**src/rtl/tsc_pkg.sv**
```systemverilog
// Shared types and constants for the TSC instruction fetch path.
package tsc_pkg;

  typedef enum logic [1:0] {
    ST_IDLE = 2'd0,
    ST_REQ  = 2'd1,
    ST_HOLD = 2'd2,
    ST_HALT = 2'd3
  } fetch_state_e;

  localparam int WORD_SIZE         = 16;
  localparam int DEFAULT_PC_W      = 16;
  localparam int DEFAULT_HALT_ADDR = 27;

endpackage

```
**src/rtl/tsc_jump_target.sv**
```systemverilog
// Builds a JMP target by keeping the PC page bits and replacing the low 12 bits.
module tsc_jump_target #(
  parameter int PC_W = 16
) (
  input  logic [PC_W-13:0] pc_upper,
  input  logic [11:0]      imm,
  output logic [PC_W-1:0]  target
);

  assign target = {pc_upper, imm};

endmodule

```
**src/rtl/tsc_fetch_unit.sv**
```systemverilog
// Instruction fetch unit: one outstanding memory request, single-entry instruction buffer.
// Optional macro TSC_FETCH_COUNT_EN adds the 16-bit accepted-instruction counter.
module tsc_fetch_unit
  import tsc_pkg::*;
#(
  parameter int PC_W      = DEFAULT_PC_W,
  parameter int INST_W    = WORD_SIZE,
  parameter int HALT_ADDR = DEFAULT_HALT_ADDR
) (
  input  logic              clk,
  input  logic              reset,
  input  logic              enable,
  output logic              mem_req,
  output logic [PC_W-1:0]   mem_addr,
  input  logic              mem_ack,
  input  logic [INST_W-1:0] mem_rdata,
  output logic              inst_valid,
  input  logic              inst_ready,
  output logic [INST_W-1:0] inst,
  output logic [PC_W-1:0]   inst_pc,
  input  logic              jump_valid,
  input  logic [11:0]       jump_imm,
  output logic [7:0]        pc_low8,
  output logic              halted,
  output logic [15:0]       fetch_count,
  output logic [1:0]        fsm_state
);

  // Handshakes: a memory transfer happens on a cycle with mem_req && mem_ack,
  // a decode transfer on a cycle with inst_valid && inst_ready. mem_req/mem_addr
  // and inst_valid/inst/inst_pc hold steady until their transfer completes.

  fetch_state_e      state_q, state_d;
  logic [PC_W-1:0]   pc_q, pc_d;
  logic [INST_W-1:0] inst_q;
  logic [PC_W-1:0]   inst_pc_q;
  logic              capture;
  logic [PC_W-1:0]   jump_target;
  logic              at_halt;

  tsc_jump_target #(.PC_W(PC_W)) u_jump_target (
    .pc_upper (pc_q[PC_W-1:12]),
    .imm      (jump_imm),
    .target   (jump_target)
  );

  assign at_halt = (inst_pc_q == PC_W'(HALT_ADDR));

  // In HOLD the PC already points past the buffered instruction, so a jump
  // takes its page bits from the incremented value.
  always_comb begin
    state_d = state_q;
    pc_d    = pc_q;
    capture = 1'b0;
    case (state_q)
      ST_IDLE: begin
        if (enable) state_d = ST_REQ;
      end
      ST_REQ: begin
        if (mem_ack) begin
          capture = 1'b1;
          pc_d    = pc_q + PC_W'(1);
          state_d = ST_HOLD;
        end
      end
      ST_HOLD: begin
        if (inst_ready) begin
          if (at_halt) begin
            state_d = ST_HALT;
          end else begin
            if (jump_valid) pc_d = jump_target;
            state_d = enable ? ST_REQ : ST_IDLE;
          end
        end
      end
      ST_HALT: begin
        state_d = ST_HALT;
      end
      default: state_d = ST_IDLE;
    endcase
  end

  always_ff @(posedge clk) begin
    if (reset) begin
      state_q   <= ST_IDLE;
      pc_q      <= '0;
      inst_q    <= '0;
      inst_pc_q <= '0;
    end else begin
      state_q <= state_d;
      pc_q    <= pc_d;
      if (capture) begin
        inst_q    <= mem_rdata;
        inst_pc_q <= pc_q;
      end
    end
  end

`ifdef TSC_FETCH_COUNT_EN
  logic [15:0] fetch_count_q;

  always_ff @(posedge clk) begin
    if (reset) begin
      fetch_count_q <= '0;
    end else if (state_q == ST_HOLD && inst_ready) begin
      fetch_count_q <= fetch_count_q + 16'd1;
    end
  end

  assign fetch_count = fetch_count_q;
`else
  assign fetch_count = '0;
`endif

  assign mem_req    = (state_q == ST_REQ);
  assign mem_addr   = mem_req ? pc_q : '0;
  assign inst_valid = (state_q == ST_HOLD);
  assign inst       = inst_q;
  assign inst_pc    = inst_pc_q;
  assign halted     = (state_q == ST_HALT);
  assign pc_low8    = pc_q[7:0];
  assign fsm_state  = state_q;

endmodule

```
**config.mk**
```make
export PLATFORM = sky130hd
export DESIGN_NAME = tsc_fetch_unit
export DESIGN_NICKNAME = d
export VERILOG_FILES = /design/src/rtl/tsc_pkg.sv /design/src/rtl/tsc_jump_target.sv /design/src/rtl/tsc_fetch_unit.sv
export SDC_FILE = /design/constraint.sdc
export NUM_CORES = 1
export LEC_CHECK = 0
export BUFFER_PORTS_ARGS = -buffer_cell sky130_fd_sc_hd__buf_2
export CAP_MARGIN = 20
export CORE_MARGIN = 4
export CORE_UTILIZATION = 30
export CTS_CLUSTER_SIZE = 30
export DETAILED_ROUTE_END_ITERATION = 10
export GPL_ROUTABILITY_DRIVEN = 0
export SLEW_MARGIN = 10
export SYNTH_ARGS = -nofsm -noshare
export SYNTH_HDL_FRONTEND = slang
export SYNTH_SLANG_ARGS = --single-unit
```
**constraint.sdc**
```tcl
create_clock -name clk -period 4.1 [get_ports clk]
set_clock_uncertainty 0.1 [all_clocks]
set_input_delay 0.615 -clock clk [delete_from_list [all_inputs] [get_ports clk]]
set_output_delay 0.615 -clock clk [all_outputs]
set_load 0.03 [all_outputs]
```
==> results of run 1 <==
-- where the power goes --
group          internal, W  leakage [nW]  switching (W)
combinational    0.0000451         0.829       0.000118
clock             0.000182        0.0514       0.000161
sequential        0.000499         0.405      0.0000145
-- tightest hold or removal path, stage by stage, from the launching register on --
cell and delay, ns:
dfxtp_1 0.32, nand2_1 0.05, a21oi_1 0.05
-- per-layer routing --
layer	track usage	up-vias	part of all wire
li1	-	1207	-
met1	0.188	1062	0.45
met2	0.227	80	0.47
met3	0.0354	6	0.065
met4	0.0315	0	0.0099
met5	0	-	0
-- how the worst max path moves through the flow --
stage,startpoint,to,slack (ns)
after floorplan,fsm_state[0]$_SDFFE_PP0P_,mem_addr[10],1.72
after global placement,mem_ack,pc_q[0]$_SDFFE_PP0P_,1.77
after detailed placement,mem_ack,pc_q[0]$_SDFFE_PP0P_,1.72
after CTS,fsm_state[1]$_SDFFE_PP0P_,inst_valid,1.64
after global routing,fsm_state[1]$_SDFFE_PP0P_,inst_valid,1.52
final,fsm_state[1]$_SDFFE_PP0P_,inst_valid,1.66
-- layout by cell type (no fill, tap or decap), types with 5 or more instances in the layout --
| cell type | Yosys | routed |
|---|---|---|
| buf_2 | 4 | 94 |
| conb_1 | 1 | 16 |
| o21ai_0 | 11 | 11 |
| nand3_1 | 6 | 6 |
| nor2_1 | 15 | 15 |
| and2_1 | 18 | 18 |
| clkbuf_8 | 0 | 5 |
| nand2_1 | 82 | 82 |
| dfxtp_1 | 50 | 50 |
| a21oi_1 | 46 | 46 |
-- cells by family (layout without fill, tap and decap cells) --
group                    count (synthesis)  in the layout
AND/OR/NAND/NOR                        148            148
AO/OA/AOI/OAI                           73             73
flip-flops                              50             50
buffers and inverters                   47            108
XOR/XNOR                                 5              5
adder cells (fa/ha/maj)                  1              1
other                                    1             16
-- through the flow --
stage                      util  cells  instance area [um2]  power [W]  hold WS, ns
after floorplan               -    340                 2520   0.000654        0.352
after global placement    0.366    495                 2870   0.000686        0.338
after detailed placement  0.366    495                 2870   0.000689        0.344
after CTS                 0.380    503                 2980    0.00103        0.357
after global routing      0.380    503                 2980    0.00107        0.373
final                     0.380    503                 2980    0.00102        0.356
-- state kept, by name (all words and copies together), names as in the netlist --
register / cells
pc_q: 16
fsm_state: 2
inst: 16
inst_pc: 16
-- final cells by class --
type	count	area, um2	share of cell area
clock buffer	6	72.6	0.0244
clock inverter	2	37.5	0.0126
inverter	3	11.3	0.00378
multi-input combinational	243	1240	0.415
sequential	50	1000	0.336
tap	102	128	0.0428
timing repair buffer	97	493	0.165
==> results.py, run 1 <==
metrics = {
    "worst_setup_path": {
        "worstRegToRegCells": 6,
        "critical_path.cell_chain": "nand2b_1, inv_2, buf_2",
        "cp.required_ns": 3.38,
        "cp_max_fo": 28,
        "critPathKind": "reg2out",
        "critPathBufInv": 2,
        "cpLargestDelayFamily": "buffers and inverters",
        "critPathLaunchType": "register",
        "reg2reg_to": "pc_q[0]$_SDFFE_PP0P_",
        "critPathMaxStageDelay_ns": 0.44,
        "rrSetupSlack_ns": 1.81,
        "cp.depth": 3,
        "reg2reg_from": "fsm_state[0]$_SDFFE_PP0P_",
        "worstSetupEndpointType": "primary output",
        "crit_arrival_ns": 1.73,
        "crit_slowest_cell": "dfxtp_1",
    },
    "yosys": {
        "async_reset_ff_frac": 0,
        "synth-edff-count": 0,
        "synth_cells": 325,
        "synth_commonest_cells": "82 x nand2_1, 50 x dfxtp_1, 46 x a21oi_1, 25 x buf_4, 18 x and2_1",
        "yosys_register_bits": 50,
        "synthMuxAreaShare": 0,
        "synth_ff_type": "dfxtp_1",
        "yosys-top-cells-area": "dfxtp_1 41%, nand2_1 12%, a21oi_1 9.3%, buf_4 7.6%, and2_1 4.6%",
        "synth_area_um2": 2460,
        "avgSynthCellArea_um2": 7.58,
        "synthAdderAreaFrac": 0.00508,
        "netlist.area_leader.share": 0.406,
        "synth_largest_area_cell": "dfxtp_1",
        "ys_seq_area_frac": 0.406,
        "synth_xor_area_frac": 0.0178,
        "netlist-cell-type-count": 43,
        "yosysMostFrequentCell": "nand2_1",
        "yosysWarnings": 0,
        "synth_top_family_by_area": "simple AND/OR/NAND/NOR gates",
        "synth_compound_area_frac": 0.170,
        "yosys.area_share.simple": 0.284,
    },
    "placement": {
        "dp_hpwl_um": 5040,
        "place.port_buffers": 94,
        "dpl_worst_slack_ns": 1.72,
    },
    "floorplan": {
        "rows": 32,
        "die-area_um2": 9730,
        "start_util": 0.314,
        "ios": 111,
        "core_area_um2": 7850,
        "die_x_um": 98.6,
        "die_h_um": 98.6,
    },
    "timing": {
        "worst_slack_ns": 1.66,
        "worstMarginPinSlew_ns": 0.952,
        "slew_viol_final": 0,
        "setup_violations": 0,
        "hold_viol_final": 0,
        "grt_setup_unrepaired": "no",
        "period_needed_ns": 2.44,
        "relSlewSlack": 0.365,
        "timing.final.crit_share": 0.595,
        "fmax_ghz": 0.410,
        "fin_setup_tns_ns": 0,
    },
    "clock_tree": {
        "hold_buffers": 0,
        "h-tree-depth": 2,
        "post_cts_buffers": 0,
        "cts_sinks": 50,
        "insertion_delay_ns": 0.30,
        "cts_resized": 0,
        "path_clk_slew_ns": 0.09,
        "clockBufferDepth": 2,
        "numCtsBuffers": 5,
        "cts_tree": "built",
        "cts-root-buf": "clkbuf_8",
    },
    "run": {
        "cap_violations": 0,
    },
    "route": {
        "initialDrtViolationCount": 113,
        "remaining_drc_errors": 0,
        "finalWirelength_um": 6960,
        "vias": 2355,
        "wl_per_cell_um": 13.8,
        "ant_nets": 0,
        "viasPerCell": 4.68,
        "firstDrtPassIters": 4,
    },
    "min_path": {
        "hold_path_class": "reg2reg",
        "holdPathStages": 2,
        "hold_start": "inst[12]$_SDFFE_PP0P_",
        "min_to": "inst[12]$_SDFFE_PP0P_",
    },
    "global_route": {
        "grt_max_degree": 53,
        "grt_pass1_wl_um": 11200,
        "first_global_vias": 2173,
        "grt.overflow.total": 0,
        "track_usage": 0.140,
        "antenna_found_initial": 0,
    },
    "power": {
        "power_density_nw_per_um2": 342,
        "ir_drop_uv": 167,
        "power.leakage_nw": 1.28,
    },
    "finish": {
        "syn_to_final_growth_pct": 20.9,
        "nNetsFinal": 435,
        "drive_gt1_frac": 0.277,
        "fillers": 868,
        "insertedDiodeCount": 0,
    },
    "outcome": {
        "status": "finished clean",
    },
}
Note: power is estimated with default switching activity, not from simulation.
==> run 2, diff against run 1 <==
==> constraint.sdc (replaced) <==
create_clock -name clk -period 2.3 [get_ports clk]
set_clock_uncertainty 0.1 [all_clocks]
set_input_delay 0.345 -clock clk [delete_from_list [all_inputs] [get_ports clk]]
set_output_delay 0.345 -clock clk [all_outputs]
set_load 0.03 [all_outputs]
==> results.py, run 2 (synthesized netlist as in run 1, its figures left out) <==
metrics = {
    "worst_setup_path": {
        "cp_max_fo": 28,
        "rrSetupSlack_ns": 0.33,
        "critPathKind": "reg2out",
        "critPathLaunchType": "register",
        "reg2reg_to": "pc_q[14]$_SDFFE_PP0P_",
        "cp.required_ns": 1.86,
        "critical_path.cell_chain": "nand2b_1, inv_4, buf_2",
        "critPathMaxStageDelay_ns": 0.46,
        "reg2reg_from": "pc_q[0]$_SDFFE_PP0P_",
        "worstRegToRegCells": 6,
        "crit_start": "fsm_state[1]$_SDFFE_PP0P_",
        "worstSetupEndpointType": "primary output",
        "crit_arrival_ns": 1.62,
        "crit_slowest_cell": "dfxtp_1",
    },
    "route": {
        "initialDrtViolationCount": 87,
        "viasPerCell": 4.77,
        "ant_nets": 0,
        "wl_per_cell_um": 13.7,
        "firstDrtPassIters": 4,
        "finalWirelength_um": 6950,
        "vias": 2416,
        "remaining_drc_errors": 0,
    },
    "timing": {
        "setup_violations": 0,
        "timing.final.crit_share": 0.899,
        "worstMarginPinSlew_ns": 0.582,
        "slew_viol_final": 0,
        "grt_setup_unrepaired": "no",
        "hold_viol_final": 0,
        "relSlewSlack": 0.612,
        "fmax_ghz": 0.484,
        "period_needed_ns": 2.07,
        "fin_setup_tns_ns": 0,
    },
    "floorplan": {
        "die_h_um": 98.6,
        "rows": 32,
        "die_x_um": 98.6,
        "ios": 111,
        "die-area_um2": 9730,
        "start_util": 0.314,
        "core_area_um2": 7850,
    },
    "min_path": {
        "hold_start": "mem_rdata[13]",
        "hold_path_class": "in2reg",
        "holdPathStages": 3,
        "min_to": "inst[13]$_SDFFE_PP0P_",
    },
    "finish": {
        "syn_to_final_growth_pct": 21.5,
        "drive_gt1_frac": 0.286,
        "most-common-layout-cells": "94 x buf_2, 82 x nand2_1, 50 x dfxtp_1, 46 x a21oi_1, 18 x and2_1",
        "nNetsFinal": 440,
        "mostFrequentLayoutCell": "buf_2",
        "insertedDiodeCount": 0,
        "fillers": 868,
        "final_area_um2": 2990,
    },
    "placement": {
        "place_area_um2": 2910,
        "place.port_buffers": 94,
        "dp_hpwl_um": 5230,
    },
    "power": {
        "share_seq_of_total_power": 0.534,
        "ir_drop_uv": 196,
        "power_frac_comb": 0.175,
        "power.leakage_nw": 1.29,
        "p_sw_frac": 0.308,
        "clkPwrFrac": 0.291,
        "p_int_w": 0.00118,
        "power_density_nw_per_um2": 571,
        "power_switching_w": 0.000527,
    },
    "outcome": {
        "status": "finished clean",
    },
    "clock_tree": {
        "post_cts_buffers": 0,
        "numCtsBuffers": 5,
        "cts_sinks": 50,
        "h-tree-depth": 2,
        "clockBufferDepth": 2,
        "insertion_delay_ns": 0.31,
        "path_clk_slew_ns": 0.09,
        "cts_tree": "built",
        "cts-root-buf": "clkbuf_8",
    },
    "global_route": {
        "track_usage": 0.141,
        "first_global_vias": 2224,
        "grt.overflow.total": 0,
        "antenna_found_initial": 0,
        "grt_pass1_wl_um": 11400,
        "grt_max_degree": 31,
    },
    "run": {
        "cap_violations": 0,
    },
}
## run 2: layer usage
layer | vias up | GRT usage | part of all wire
met5 | - | 0 | 0
met4 | 0 | 0.0284 | 0.0096
met3 | 6 | 0.0347 | 0.075
met2 | 89 | 0.231 | 0.47
met1 | 1108 | 0.190 | 0.44
li1 | 1213 | - | -
## run 2: repair_timing
item                                    in CTS  in global routing
gates resized for setup                      0                  2
endpoints found under the setup margin       0                  1
hold buffers                                 0                  0
## run 2: final cells by class
| cell class | instances | area, um2 | share of cell area |
|---|---|---|---|
| Multi-Input combinational cell | 243 | 1240 | 0.413 |
| Timing Repair Buffer | 102 | 531 | 0.177 |
| Sequential cell | 50 | 1000 | 0.334 |
| Inverter | 3 | 13.8 | 0.00460 |
| Clock buffer | 5 | 68.8 | 0.0230 |
| Clock inverter | 2 | 15.0 | 0.00502 |
| Tap cell | 102 | 128 | 0.0426 |
## run 2: how the worst max path moves through the flow
stage | endpoint | slack, ns | depth (start not counted)
global placement | pc_q[12]$_SDFFE_PP0P_ | 0.38 | 6
global route | pc_q[14]$_SDFFE_PP0P_ | 0.07 | 6
floorplan | mem_addr[10] | 0.19 | 4
finish | inst_valid | 0.23 | 3
detailed placement | pc_q[14]$_SDFFE_PP0P_ | 0.35 | 6
CTS | inst_valid | 0.13 | 3
## run 2: power groups by stage
stage / Clock, W / Combinational [W] / Sequential [W]
after floorplan: 0 / 0.000204 / 0.000962
after global placement: 0 / 0.000298 / 0.000933
after detailed placement: 0 / 0.000300 / 0.000934
after CTS: 0.000517 / 0.000301 / 0.000914
after global routing: 0.000551 / 0.000328 / 0.000919
final: 0.000497 / 0.000299 / 0.000914
## run 2: stage by stage
stage / hold WS, ns / std cells / total power (W) / utilization / setup WS (ns)
2_1_floorplan: 0.352 / 340 / 0.00117 / - / 0.190
3_3_place_gp: 0.338 / 500 / 0.00123 / 0.370 / 0.378
3_5_place_dp: 0.344 / 500 / 0.00123 / 0.370 / 0.350
4_1_cts: 0.160 / 507 / 0.00173 / 0.381 / 0.125
5_1_grt: 0.163 / 507 / 0.00180 / 0.381 / 0.0696
6_report: 0.166 / 507 / 0.00171 / 0.381 / 0.233
## run 2: worst max-delay path, delay by kind of cell, from the launching register on
kind | cells | cell delay, ns
buf+inv | 2 | 0.56
flops | 1 | 0.46
simple gates | 1 | 0.29
==> run 3, diff against run 2 <==
--- a/config.mk
+++ b/config.mk
@@ -9,6 +9,7 @@
 export CAP_MARGIN = 20
 export CORE_MARGIN = 4
 export CORE_UTILIZATION = 30
+export CTS_BUF_LIST = sky130_fd_sc_hd__clkbuf_16
 export CTS_CLUSTER_SIZE = 30
 export DETAILED_ROUTE_END_ITERATION = 10
 export GPL_ROUTABILITY_DRIVEN = 0
==> results.py, run 3 (synthesized netlist as in run 1, its figures left out) <==
metrics = {
    "worst_setup_path": {
        "critPathKind": "reg2out",
        "crit_arrival_ns": 1.56,
        "reg2reg_from": "pc_q[0]$_SDFFE_PP0P_",
        "critPathBufInv": 2,
        "cp.required_ns": 1.86,
        "crit_start": "fsm_state[1]$_SDFFE_PP0P_",
        "critPathLaunchType": "register",
        "worstRegToRegCells": 6,
        "reg2reg_to": "pc_q[14]$_SDFFE_PP0P_",
        "cp_max_fo": 28,
        "worstSetupEndpointType": "primary output",
        "critPathMaxStageDelay_ns": 0.44,
        "rrSetupSlack_ns": 0.32,
        "cp.depth": 3,
        "critical_path.cell_chain": "nand2b_1, inv_4, buf_2",
        "cpLargestDelayFamily": "buffers and inverters",
        "crit_slowest_cell": "dfxtp_1",
        "crit_end": "inst_valid",
    },
    "finish": {
        "final_area_um2": 3050,
        "syn_to_final_growth_pct": 23.8,
        "stdcell_count": 507,
        "seq_area_um2": 1000,
        "fillers": 860,
        "nNetsFinal": 440,
        "most-common-layout-cells": "94 x buf_2, 82 x nand2_1, 50 x dfxtp_1, 46 x a21oi_1, 18 x and2_1",
        "multiInputGateArea_um2": 1240,
        "drive_gt1_frac": 0.286,
        "mostFrequentLayoutCell": "buf_2",
        "insertedDiodeCount": 0,
    },
    "global_route": {
        "grt.overflow.total": 0,
        "first_global_vias": 2233,
        "grt_max_degree": 31,
        "antenna_found_initial": 0,
        "track_usage": 0.142,
        "grt_pass1_wl_um": 11400,
    },
    "min_path": {
        "hold_path_class": "in2reg",
        "holdPathStages": 3,
    },
    "timing": {
        "holdWs_ns": 0.188,
        "fin_setup_tns_ns": 0,
        "fmax_ghz": 0.499,
        "hold_viol_final": 0,
        "grt_setup_unrepaired": "no",
        "relSlewSlack": 0.616,
        "setup_violations": 0,
        "timing.final.crit_share": 0.872,
        "slew_viol_final": 0,
        "worstMarginPinSlew_ns": 0.576,
        "period_needed_ns": 2.01,
    },
    "route": {
        "wl_per_cell_um": 13.8,
        "initialDrtViolationCount": 106,
        "remaining_drc_errors": 0,
        "viasPerCell": 4.77,
        "firstDrtPassIters": 4,
        "finalWirelength_um": 7000,
        "ant_nets": 0,
        "vias": 2416,
    },
    "power": {
        "p_sw_frac": 0.288,
        "clkPwrFrac": 0.370,
        "power_switching_w": 0.000555,
        "power.leakage_nw": 1.32,
        "ir_drop_uv": 256,
        "p_int_w": 0.00137,
        "power_density_nw_per_um2": 632,
        "power_frac_comb": 0.155,
        "share_seq_of_total_power": 0.474,
    },
    "placement": {
        "dp.cells": 500,
        "place_area_um2": 2910,
        "dp_hpwl_um": 5230,
        "place.port_buffers": 94,
    },
    "clock_tree": {
        "clockBufferDepth": 2,
        "numCtsBuffers": 5,
        "cts-root-buf": "clkbuf_16",
        "path_clk_slew_ns": 0.07,
        "h-tree-depth": 2,
        "cts_sinks": 50,
        "hold_buffers": 0,
        "insertion_delay_ns": 0.29,
        "cts_tree": "built",
    },
    "run": {
        "cap_violations": 0,
    },
    "floorplan": {
        "rows": 32,
        "ios": 111,
        "die_h_um": 98.6,
        "die_x_um": 98.6,
        "core_area_um2": 7850,
        "start_util": 0.314,
        "die-area_um2": 9730,
    },
    "outcome": {
        "status": "finished clean",
    },
}
run 3: cell count changes in the layout (fill, tap and decap cells not counted):
cell,before,now
clkbuf_16,0,5
clkbuf_8,5,0
run 3: worst reg2reg max path: cells and delay by family (launching register included):
kind,cells,cell delay [ns]
xor gates and xnor gates,1,0.15
adders and majority gates,1,0.25
DFF,1,0.49
and+or+nand+nor,4,0.86
run 3: worst min-delay path by stage:
stage / from / to / slack, ns
finish: mem_rdata[13] / inst[13]$_SDFFE_PP0P_ / 0.19
global route: mem_rdata[4] / inst[4]$_SDFFE_PP0P_ / 0.19
CTS: mem_rdata[13] / inst[13]$_SDFFE_PP0P_ / 0.19
detailed placement: inst[1]$_SDFFE_PP0P_ / inst[1]$_SDFFE_PP0P_ / 0.34
global placement: inst[10]$_SDFFE_PP0P_ / inst[10]$_SDFFE_PP0P_ / 0.34
floorplan: pc_q[15]$_SDFFE_PP0P_ / inst_pc[15]$_SDFFE_PP0P_ / 0.35
run 3: power groups by stage:
stage	clock (W)	combinational [W]	sequential (W)
after floorplan	0	0.000204	0.000962
after CTS	0.000727	0.000301	0.000915
after global placement	0	0.000298	0.000933
final	0.000713	0.000299	0.000914
after global routing	0.000763	0.000329	0.000919
after detailed placement	0	0.000300	0.000934
run 3: cell type report:
class                      count  area share
multi-input combinational    243       0.405
inverter                       3     0.00451
clock inverter                 2     0.00492
clock buffer                   5      0.0410
timing repair buffer         102       0.174
tap                          102      0.0419
sequential                    50       0.328
run 3: metrics by stage:
step,utilization,power (W),setup WS (ns)
after floorplan,-,0.00117,0.190
after global placement,0.370,0.00123,0.378
after detailed placement,0.370,0.00123,0.350
after CTS,0.388,0.00194,0.157
after global routing,0.389,0.00201,0.0724
final,0.389,0.00193,0.294
run 3: per-layer routing:
metal  vias to the layer above  global-route usage  share of wire
met1                      1098               0.191           0.43
li1                       1209                   -              -
met3                         8              0.0347          0.087
met4                         0              0.0284         0.0094
met2                       101               0.235           0.48
met5                         -                   0              0
run 3: repair_timing:
action,4_1_cts,5_1_grt
gates resized for setup,0,2
setup buffers,0,0
setup endpoints to repair,0,1
